### config.mk
export PLATFORM = sky130hd
export DESIGN_NAME = bt656_stream_gen_flat
export DESIGN_NICKNAME = d
export VERILOG_FILES = /design/src/rtl/bt656_stream_gen_if.sv /design/src/rtl/bt656_stream_gen.sv /design/src/flat_wrapper.sv
export SDC_FILE = /design/constraint.sdc
export NUM_CORES = 1
export LEC_CHECK = 0
export ABC_CLOCK_PERIOD_IN_PS = 2950
export CAP_MARGIN = 25
export CORE_MARGIN = 10
export CORE_UTILIZATION = 35
export CTS_BUF_LIST = sky130_fd_sc_hd__clkbuf_8 sky130_fd_sc_hd__clkbuf_16
export CTS_CLUSTER_SIZE = 8
export DETAILED_ROUTE_END_ITERATION = 16
export GPL_TIMING_DRIVEN = 0
export PLACE_DENSITY = 0.57
export SLEW_MARGIN = 20
export SYNTH_ARGS = -nofsm -noshare
export SYNTH_HDL_FRONTEND = slang
export SYNTH_SLANG_ARGS = --single-unit
### constraint.sdc
create_clock -name clk_i -period 2.95 [get_ports clk_i]
set_input_delay 0.59 -clock clk_i [delete_from_list [all_inputs] [get_ports clk_i]]
set_output_delay 0.59 -clock clk_i [all_outputs]
set_load 0.02 [all_outputs]
### src/rtl/bt656_stream_gen_if.sv
// BT.656 source-side stream bundle: run/pattern controls in, byte stream and strobes out.
interface bt656_stream_gen_if #(
  parameter int unsigned DW = 8
) ();
  logic          en_i;
  logic [1:0]    pattern_i;
  logic [DW-1:0] data_o;
  logic          href_o;
  logic          hsync_o;
  logic          vsync_o;
  logic          field_o;
  logic          frame_start_o;

  modport master (
    input  en_i, pattern_i,
    output data_o, href_o, hsync_o, vsync_o, field_o, frame_start_o
  );

  modport slave (
    output en_i, pattern_i,
    input  data_o, href_o, hsync_o, vsync_o, field_o, frame_start_o
  );
endinterface

### src/rtl/bt656_stream_gen.sv
// BT.656 test-pattern source: interlaced two-field frames with embedded EAV/SAV codes.
// Counters feed a generated-byte stage, then an output stage, giving a 2-cycle start latency.
module bt656_stream_gen #(
  parameter int unsigned DW       = 8,
  parameter int unsigned H_ACTIVE = 720,
  parameter int unsigned H_BLANK  = 268,
  parameter int unsigned V_ACTIVE = 244,
  parameter int unsigned V_BLANK  = 19
) (
  input  logic clk_i,
  input  logic rst_i,
  bt656_stream_gen_if.master bus
);
  localparam int unsigned LINE_BYTES = 8 + H_BLANK + 2 * H_ACTIVE;
  localparam int unsigned LINES      = V_BLANK + V_ACTIVE;
  localparam int unsigned SAV_START  = 4 + H_BLANK;
  localparam int unsigned ACT_START  = 8 + H_BLANK;
  localparam int unsigned BW         = $clog2(LINE_BYTES + 1);
  localparam int unsigned LW         = $clog2(LINES + 1);

  typedef enum logic {IDLE, RUN} state_e;

  state_e        state_q;
  logic [BW-1:0] byte_q;
  logic [LW-1:0] line_q;
  logic          field_q;
  logic [1:0]    pat_q;
  logic [7:0]    pix_q;
  logic [7:0]    lin_q;

  logic [7:0]    s1_data_d, s1_data_q;
  logic          s1_href_d, s1_href_q;
  logic          s1_hsync_d, s1_hsync_q;
  logic          s1_vsync_d, s1_vsync_q;
  logic          s1_field_d, s1_field_q;
  logic          s1_fs_d, s1_fs_q;

  logic [7:0]    data_q;
  logic          href_q, hsync_q, vsync_q, field_q_o, fs_q;

  logic          v_blank;
  logic          last_byte;
  logic          last_line;
  logic          frame_first;
  logic [BW-1:0] sav_off;
  logic [7:0]    y_val;

  function automatic logic [7:0] xy(input logic f, input logic v, input logic h);
    return {1'b1, f, v, h, v ^ h, f ^ h, f ^ v, f ^ v ^ h};
  endfunction

  assign v_blank     = line_q < LW'(V_BLANK);
  assign last_byte   = byte_q == BW'(LINE_BYTES - 1);
  assign last_line   = line_q == LW'(LINES - 1);
  assign frame_first = (byte_q == '0) && (line_q == '0) && !field_q;

  // Byte and strobes for the current counter position
  always_comb begin
    s1_data_d  = 8'h00;
    s1_href_d  = 1'b0;
    s1_hsync_d = 1'b0;
    s1_vsync_d = 1'b0;
    s1_field_d = 1'b0;
    s1_fs_d    = 1'b0;
    sav_off    = byte_q - BW'(SAV_START);
    case (pat_q)
      2'd1:    y_val = 8'h10 + pix_q;
      2'd2:    y_val = 8'h10 + lin_q;
      default: y_val = 8'h10;
    endcase
    if (state_q == RUN) begin
      s1_hsync_d = byte_q < BW'(SAV_START);
      s1_vsync_d = v_blank;
      s1_field_d = field_q;
      s1_fs_d    = frame_first;
      s1_href_d  = !v_blank && (byte_q >= BW'(ACT_START));
      if (byte_q < BW'(4)) begin
        case (byte_q[1:0])
          2'd0:    s1_data_d = 8'hFF;
          2'd3:    s1_data_d = xy(field_q, v_blank, 1'b1);
          default: s1_data_d = 8'h00;
        endcase
      end else if (byte_q < BW'(SAV_START)) begin
        s1_data_d = byte_q[0] ? 8'h10 : 8'h80;
      end else if (byte_q < BW'(ACT_START)) begin
        case (sav_off[1:0])
          2'd0:    s1_data_d = 8'hFF;
          2'd3:    s1_data_d = xy(field_q, v_blank, 1'b0);
          default: s1_data_d = 8'h00;
        endcase
      end else if (!byte_q[0] || v_blank) begin
        s1_data_d = byte_q[0] ? 8'h10 : 8'h80;
      end else begin
        s1_data_d = y_val;
      end
    end
  end

  always_ff @(posedge clk_i or posedge rst_i) begin
    if (rst_i) begin
      state_q    <= IDLE;
      byte_q     <= '0;
      line_q     <= '0;
      field_q    <= 1'b0;
      pat_q      <= 2'd0;
      pix_q      <= 8'd0;
      lin_q      <= 8'd0;
      s1_data_q  <= 8'h00;
      s1_href_q  <= 1'b0;
      s1_hsync_q <= 1'b0;
      s1_vsync_q <= 1'b0;
      s1_field_q <= 1'b0;
      s1_fs_q    <= 1'b0;
      data_q     <= 8'h00;
      href_q     <= 1'b0;
      hsync_q    <= 1'b0;
      vsync_q    <= 1'b0;
      field_q_o  <= 1'b0;
      fs_q       <= 1'b0;
    end else begin
      s1_data_q  <= s1_data_d;
      s1_href_q  <= s1_href_d;
      s1_hsync_q <= s1_hsync_d;
      s1_vsync_q <= s1_vsync_d;
      s1_field_q <= s1_field_d;
      s1_fs_q    <= s1_fs_d;
      data_q     <= s1_data_q;
      href_q     <= s1_href_q;
      hsync_q    <= s1_hsync_q;
      vsync_q    <= s1_vsync_q;
      field_q_o  <= s1_field_q;
      fs_q       <= s1_fs_q;
      case (state_q)
        IDLE: begin
          if (bus.en_i) state_q <= RUN;
        end
        RUN: begin
          if (frame_first) pat_q <= bus.pattern_i;
          if (last_byte) begin
            byte_q <= '0;
            pix_q  <= 8'd0;
            if (last_line) begin
              line_q  <= '0;
              lin_q   <= 8'd0;
              field_q <= ~field_q;
              // Run request is only honoured at the frame boundary
              if (field_q && !bus.en_i) state_q <= IDLE;
            end else begin
              line_q <= line_q + LW'(1);
              if (!v_blank) lin_q <= (lin_q == 8'd219) ? 8'd0 : lin_q + 8'd1;
            end
          end else begin
            byte_q <= byte_q + BW'(1);
            if ((byte_q >= BW'(ACT_START)) && byte_q[0])
              pix_q <= (pix_q == 8'd219) ? 8'd0 : pix_q + 8'd1;
          end
        end
        default: state_q <= IDLE;
      endcase
    end
  end

  assign bus.data_o        = DW'(data_q);
  assign bus.href_o        = href_q;
  assign bus.hsync_o       = hsync_q;
  assign bus.vsync_o       = vsync_q;
  assign bus.field_o       = field_q_o;
  assign bus.frame_start_o = fs_q;
endmodule

### src/flat_wrapper.sv
// flat-port wrapper written by rule: the top's interface ports become plain ports
module bt656_stream_gen_flat 
#(
  parameter int unsigned DW       = 8,
  parameter int unsigned H_ACTIVE = 720,
  parameter int unsigned H_BLANK  = 268,
  parameter int unsigned V_ACTIVE = 244,
  parameter int unsigned V_BLANK  = 19
)
  (clk_i, rst_i, bus_en_i, bus_pattern_i, bus_data_o, bus_href_o, bus_hsync_o, bus_vsync_o, bus_field_o, bus_frame_start_o);
  bt656_stream_gen_if #(.DW(DW)) bus_i ();
  input  logic clk_i;
  input  logic rst_i;
  input wire logic [$bits(bus_i.en_i)-1:0] bus_en_i;
  input wire logic [$bits(bus_i.pattern_i)-1:0] bus_pattern_i;
  output wire logic [$bits(bus_i.data_o)-1:0] bus_data_o;
  output wire logic [$bits(bus_i.href_o)-1:0] bus_href_o;
  output wire logic [$bits(bus_i.hsync_o)-1:0] bus_hsync_o;
  output wire logic [$bits(bus_i.vsync_o)-1:0] bus_vsync_o;
  output wire logic [$bits(bus_i.field_o)-1:0] bus_field_o;
  output wire logic [$bits(bus_i.frame_start_o)-1:0] bus_frame_start_o;
  assign bus_i.en_i = bus_en_i;
  assign bus_i.pattern_i = bus_pattern_i;
  assign bus_data_o = bus_i.data_o;
  assign bus_href_o = bus_i.href_o;
  assign bus_hsync_o = bus_i.hsync_o;
  assign bus_vsync_o = bus_i.vsync_o;
  assign bus_field_o = bus_i.field_o;
  assign bus_frame_start_o = bus_i.frame_start_o;
  bt656_stream_gen #(.DW(DW), .H_ACTIVE(H_ACTIVE), .H_BLANK(H_BLANK), .V_ACTIVE(V_ACTIVE), .V_BLANK(V_BLANK)) u_core (.clk_i(clk_i), .rst_i(rst_i), .bus(bus_i));
endmodule
; ---- Word-level counts from Yosys, hierarchy flattened
; Cells that the tools add are included.
[totals]
regBits = 66
in_bits = 5
elab_cells = 92
[classes]
n_addsub = 7
n_lt_le_gt_ge = 5
eq_ne = 9
muxes = 27
bitwise = 5
n_reduce_logical = 20
[ops]
columns = operator, count
row1 = two-way mux 8 bit, 12
row2 = one-hot mux 8 bit (2 select lines), 3
row3 = "< comparator 11 x 9 -> 1 bit, second input constant", 2
row4 = "adder 5 x 8 -> 8 bit, first input constant", 2
row5 = "adder 8 x 1 -> 8 bit, second input constant", 2
row6 = "equality test 8 bit, second input constant", 2
row7 = "adder 11 x 1 -> 11 bit, second input constant", 1
row8 = "equality test 11 bit, second input constant", 1
row9 = "greater-or-equal comparator 11 x 9 -> 1 bit, second input constant", 1
row10 = logical NOT 11 bit, 1
row11 = "< comparator 11 x 3 -> 1 bit, second input constant", 1
row12 = two-way mux 11 bit, 1
row13 = "adder 9 x 1 -> 9 bit, second input constant", 1
row14 = "equality test 9 bit, second input constant", 1
row15 = logical NOT 9 bit, 1
row16 = "< comparator 9 x 5 -> 1 bit, second input constant", 1
row17 = two-way mux 1 bit, 9
row18 = two-way mux 9 bit, 1
row19 = "equality test 2 bit, second input constant", 3
row20 = AND reduction 2 bit, 3
row21 = AND reduction 3 bit, 2
row22 = logical AND 1 bit, 5
row23 = logical NOT 1 bit, 4
row24 = logical NOT 2 bit, 2
row25 = other kinds (8), 11

; ---- Logic depth before layout (Yosys ltp)
; Gate-level depths: netlist of run 1.
[logic_depth]
ltp_word = 7
depth_mapped = 9
ltp_nobuf = 8

; ---- Least setup slack after synthesis of run 1
; OpenSTA, ideal clock, no wires.
[synth_path]
kind = flip-flop to flip-flop
startpoint = register u_core.byte_q[0]
endpoint = register u_core.pix_q[6]
arrival_time_ps = 2263
required_time_ps = 2876
slack_ps = 613
stages_incl_launch_ff = 10
n_path_buf = 3
cell_sequence = dfrtp_1 -> ha_1 -> buf_2 -> and4b_1 -> and3_4 -> buf_6 -> or4_4 -> buf_6 -> or3_1 -> o21ai_2
[synth_via]
elab_chain_cells = 4
elab_cells_between_ends = 6
[synth_rtl]
columns = item, line_no
row1 = "start, declared", bt656_stream_gen.sv:24  ; logic [BW-1:0] byte_q;
row2 = "start signal, assigned", bt656_stream_gen.sv:153  ; byte_q <= byte_q + BW'(1);
row3 = greater-or-equal comparator 11 x 9 -> 1 bit, bt656_stream_gen.sv:154  ; if ((byte_q >= BW'(ACT_START)) && byte_q[0])
row4 = logical AND 1 bit, bt656_stream_gen.sv:154
row5 = nonzero test 2 bit (no line), -
row6 = AND reduction 2 bit (no line), -
row7 = "end signal, assigned", bt656_stream_gen.sv:155  ; pix_q <= (pix_q == 8'd219) ? 8'd0 : pix_q + 8'd1;
row8 = "end, declared", bt656_stream_gen.sv:28  ; logic [7:0] pix_q;
; Parallel ways exist; a longest one is shown, timed or not.
; A chain may end at the register's enable or synchronous reset.

; ---- Worst setup path after layout of run 1
[layout_path]
startpoint = register u_core.byte_q[5]
endpoint = register u_core.pat_q[0]
[layout_via]
elab_chain_cells = 4
[layout_rtl]
columns = item, line_no
row1 = logical NOT 11 bit, bt656_stream_gen.sv:55  ; assign frame_first = (byte_q == '0) && (line_q == '0) && !field_q;
row2 = logical AND 1 bit (2 in a row), bt656_stream_gen.sv:55
row3 = AND reduction 2 bit (no line), -
row4 = "end signal, assigned", bt656_stream_gen.sv:138  ; if (frame_first) pat_q <= bus.pattern_i;
row5 = "end, declared", bt656_stream_gen.sv:27  ; logic [1:0] pat_q;
; No other way between the ends.

==> results of run 1 <==
[cell type report]
type	instances	area, um2
buffer	17	86.3
clock buffer	10	138
clock inverter	6	42.5
fill	925	5420
inverter	18	70.1
multi-input combinational	239	1560
sequential	66	1650
tap	129	161
timing repair buffer	18	198
[sequential cells by signal, indices dropped and copies added, names as in the netlist, 2 cells and up]
register           cells
u_core.bus.data_o      8
u_core.byte_q         11
u_core.lin_q           8
u_core.line_q          9
u_core.pat_q           2
u_core.pix_q           8
u_core.s1_data_q       8
[per-stage QoR]
stage	hold slack [ns]	cell area, um2	instances	TNS, ns	util (%)
after floorplan	0.331	3370	340	0	-
after global placement	0.332	3700	486	-27.32	39.7
after global routing	0.337	3910	503	0	41.9
after detailed placement	0.335	3730	487	0	40.0
final	0.339	3910	503	0	41.9
after CTS	0.341	3910	503	0	41.9
[cells in the mapped netlist (3+ instances only)]
cell type	number
and3_1	10
mux2_2	4
or3_1	4
xnor2_1	10
nor3_1	10
nor3b_1	4
nand2b_1	5
o21ai_0	20
xor2_1	10
clkbuf_1	11
a211o_1	3
nor4_1	4
and2_1	4
nor2_1	29
nand3_1	17
ha_1	11
buf_2	3
a31oi_1	4
nand2_1	19
or2_2	6
o31ai_1	3
nor4b_1	4
dfrtp_1	66
a21oi_1	11
o22a_1	4
nand4_1	9
mux2i_1	4
inv_1	17
a22o_1	3
a22oi_1	3
[cells by family (layout without fill, tap and decap cells)]
group	after synthesis	count (layout)
and+or+nand+nor	134	134
AOI/OAI and AO/OA	66	66
DFF	66	66
buffers and inverters	35	69
xor gates and xnor gates	20	20
adders and majority gates	11	11
muxes	8	8
[layer usage]
metal	share of wire, %	global-route usage, %	vias up
li1	-	-	1268
met4	1.6	4.87	0
met3	3.6	2.54	6
met1	49	14.2	1235
met2	46	16.4	42
met5	0	0	-
[critical path, cell delays in order, from the launching register on]
cell and delay (ns):
dfrtp_1 0.45, or3_1 0.45, or3_1 0.44, nand2b_1 0.25, nor3_1 0.46, mux2_2 0.39
[power groups by stage]
stage | combinational, mW | sequential (mW) | clock (mW)
floorplan | 0.404 | 1.12 | 0
global placement | 0.566 | 1.10 | 0
detailed placement | 0.583 | 1.11 | 0
CTS | 0.585 | 1.09 | 0.702
global route | 0.654 | 1.11 | 0.744
finish | 0.584 | 1.09 | 0.682
[worst max-delay path by stage]
stage	from	endpoint	slack, ns
after floorplan	u_core.byte_q[0]$_DFFE_PP0P_	u_core.pix_q[6]$_DFFE_PP0P_	0.61
after global placement	rst_i	u_core.lin_q[6]$_DFFE_PP0P_	-0.42
after detailed placement	u_core.byte_q[5]$_DFFE_PP0P_	u_core.pat_q[1]$_DFFE_PP0P_	0.41
after CTS	u_core.byte_q[0]$_DFFE_PP0P_	u_core.lin_q[6]$_DFFE_PP0P_	0.38
after global routing	u_core.byte_q[0]$_DFFE_PP0P_	u_core.lin_q[4]$_DFFE_PP0P_	0.18
final	u_core.byte_q[5]$_DFFE_PP0P_	u_core.pat_q[0]$_DFFE_PP0P_	0.39
==> run summary, run 1 <==
Placer Congestion = 0.799
Overflow after GRT = 0
Mapped cell area = 3370 um2
Slew Limit Fails = 0
DR vias = 2,551
Max Freq = 390 MHz
Vias in the first global route = 2,495
RSZ-0062 raised after global routing = false
Setup WS post-layout = 0.385 ns
Rel. slew slack = 39.8%
Reg2Reg Depth = 5
Syn Nets = 356
Psw = 0.774 mW
Post-Synth Simple-Gate Area = 21.6%
Internal power consumption = 1.58 mW
Min-delay src = u_core.s1_data_q[2]$_DFF_PP0_
Run status = finished, final reports clean
VDD IR-drop max = 198 uV
Flop and latch count out of synthesis = 66
Hold path endpoint = u_core.bus.data_o[2]$_DFF_PP0_
Power share of the combinational group = 24.8%
Worst-path maximum fanout = 7
Wire length per cell = 14.4 um
Avg Inst Size Synth = 9.91 um2
Pwr/cell area = 602 nW/um2
CTS Hold Buffers Added = 0
Minimum clock period = 2.56 ns
CTS-repair resized insts = 0
Leakage = 1.72 nW
Gr usage total = 10.8%
Synth Area in XOR/XNOR = 5.20%
Die Ht = 118 um
Number of synthesized flops with an enable pin = 0
Total Power = 2.36 mW
Slew at the pin with the worst max-slew slack = 0.895 ns
Largest net degree at the start of global routing = 49
Top post-synthesis cells by area = dfrtp_1, ha_1, nor2_1
Most frequent cells in the layout = dfrtp_1, nor2_1, o21ai_0, nand2_1
Worst flop-to-flop path startpoint = u_core.byte_q[5]$_DFFE_PP0P_
Fin crit share = 86.9%
CTS Sinks = 66
Crit path launch type = flip-flop
Hold path depth = 0
Diodes inserted = 0
Commonest non-fill, non-tap cell in the layout = dfrtp_1
Initial antenna violation count = 0
Layout cells sized above 1 = 10.4%
Critical Path RT = 3.18 ns
Final setup fails = 0
Most common flop cell mapped by yosys = dfrtp_1
First-pass GRT wire length = 12.5 mm
Flop-to-flop setup slack = 0.39 ns
Max Cap Viol = 0
Rows = 35
Crit path DAT = 2.79 ns
Num CTS Buffers = 9
Layout Nets = 385
Initial DRC Count = 226
Synth warnings = 0
Post-synthesis mux area share = 2.53%
Synth top area share = 49.0%
Pre-CTS setup slack = 0.408 ns
Setup crit end kind = flip-flop
Drt pass-1 iters = 5
CTS tree = done
Worst setup path class = flip-flop to flip-flop
Detailed Route WL = 7.27 mm
Share of the yosys chip area belonging to registers = 49.0%
Via density = 5.07
# H-tree levels = 3
CTS root buf = clkbuf_8
P&R area growth vs syn = 16.1%
Post-CTS setup buffer count = 0
DP HPWL = 5.32 mm
Adder-cell share of the synthesized area = 4.08%
Clock power frac = 29.0%
I/O pins = 18
Port buffer count = 17
Largest family of logic cells by synthesized area = simple AND/OR/NAND/NOR gates
Clock buffer depth = 2
Clk_lat worst skew = 0.35 ns
Worst hold path class = flip-flop to flip-flop
DRC Markers = 0
Syn Inst Count = 340
Die footprint = 14,000 um2
CTS clk-pin slew, worst paths = 0.08 ns
Sw Ratio = 32.9%
Clock skew = 0.0115 ns
Die Wd = 118 um
FFs w/ async S/R, synth = 100%
R2r endpoint = u_core.pat_q[0]$_DFFE_PP0P_
Antenna Nets Post-Route = 0
Flop pwr share = 46.2%
Final Hold Viols = 0
Largest area contributor in the synthesized netlist = dfrtp_1
Yosys cell types = 55
Synth Area in Compound Gates = 13.0%
Core Area = 9330 um2
Starting Density = 36.1%
No activity file was read; power rests on OpenSTA's default activity.
==> run 2, diff against run 1 <==
--- a/config.mk
+++ b/config.mk
@@ -5,8 +5,7 @@
 export SDC_FILE = /design/constraint.sdc
 export NUM_CORES = 1
 export LEC_CHECK = 0
-export ABC_CLOCK_PERIOD_IN_PS = 2950
-export CAP_MARGIN = 25
+export ABC_CLOCK_PERIOD_IN_PS = 3000
 export CORE_MARGIN = 10
 export CORE_UTILIZATION = 35
 export CTS_BUF_LIST = sky130_fd_sc_hd__clkbuf_8 sky130_fd_sc_hd__clkbuf_16
==> constraint.sdc (replaced) <==
create_clock -name clk_i -period 3 [get_ports clk_i]
set_input_delay 0.6 -clock clk_i [delete_from_list [all_inputs] [get_ports clk_i]]
set_output_delay 0.6 -clock clk_i [all_outputs]
set_load 0.02 [all_outputs]
==> results of run 2 <==
Same layout as run 1 (identical final DEF). Status: finished, final reports clean.
Among the figures that moved: setup slack after placement 0.408 ns -> 0.458 ns; setup slack after layout 0.385 ns -> 0.435 ns; register-to-register setup slack 0.39 ns -> 0.44 ns; total power 2.36 mW -> 2.32 mW; worst IR drop on VDD 198 uV -> 194 uV
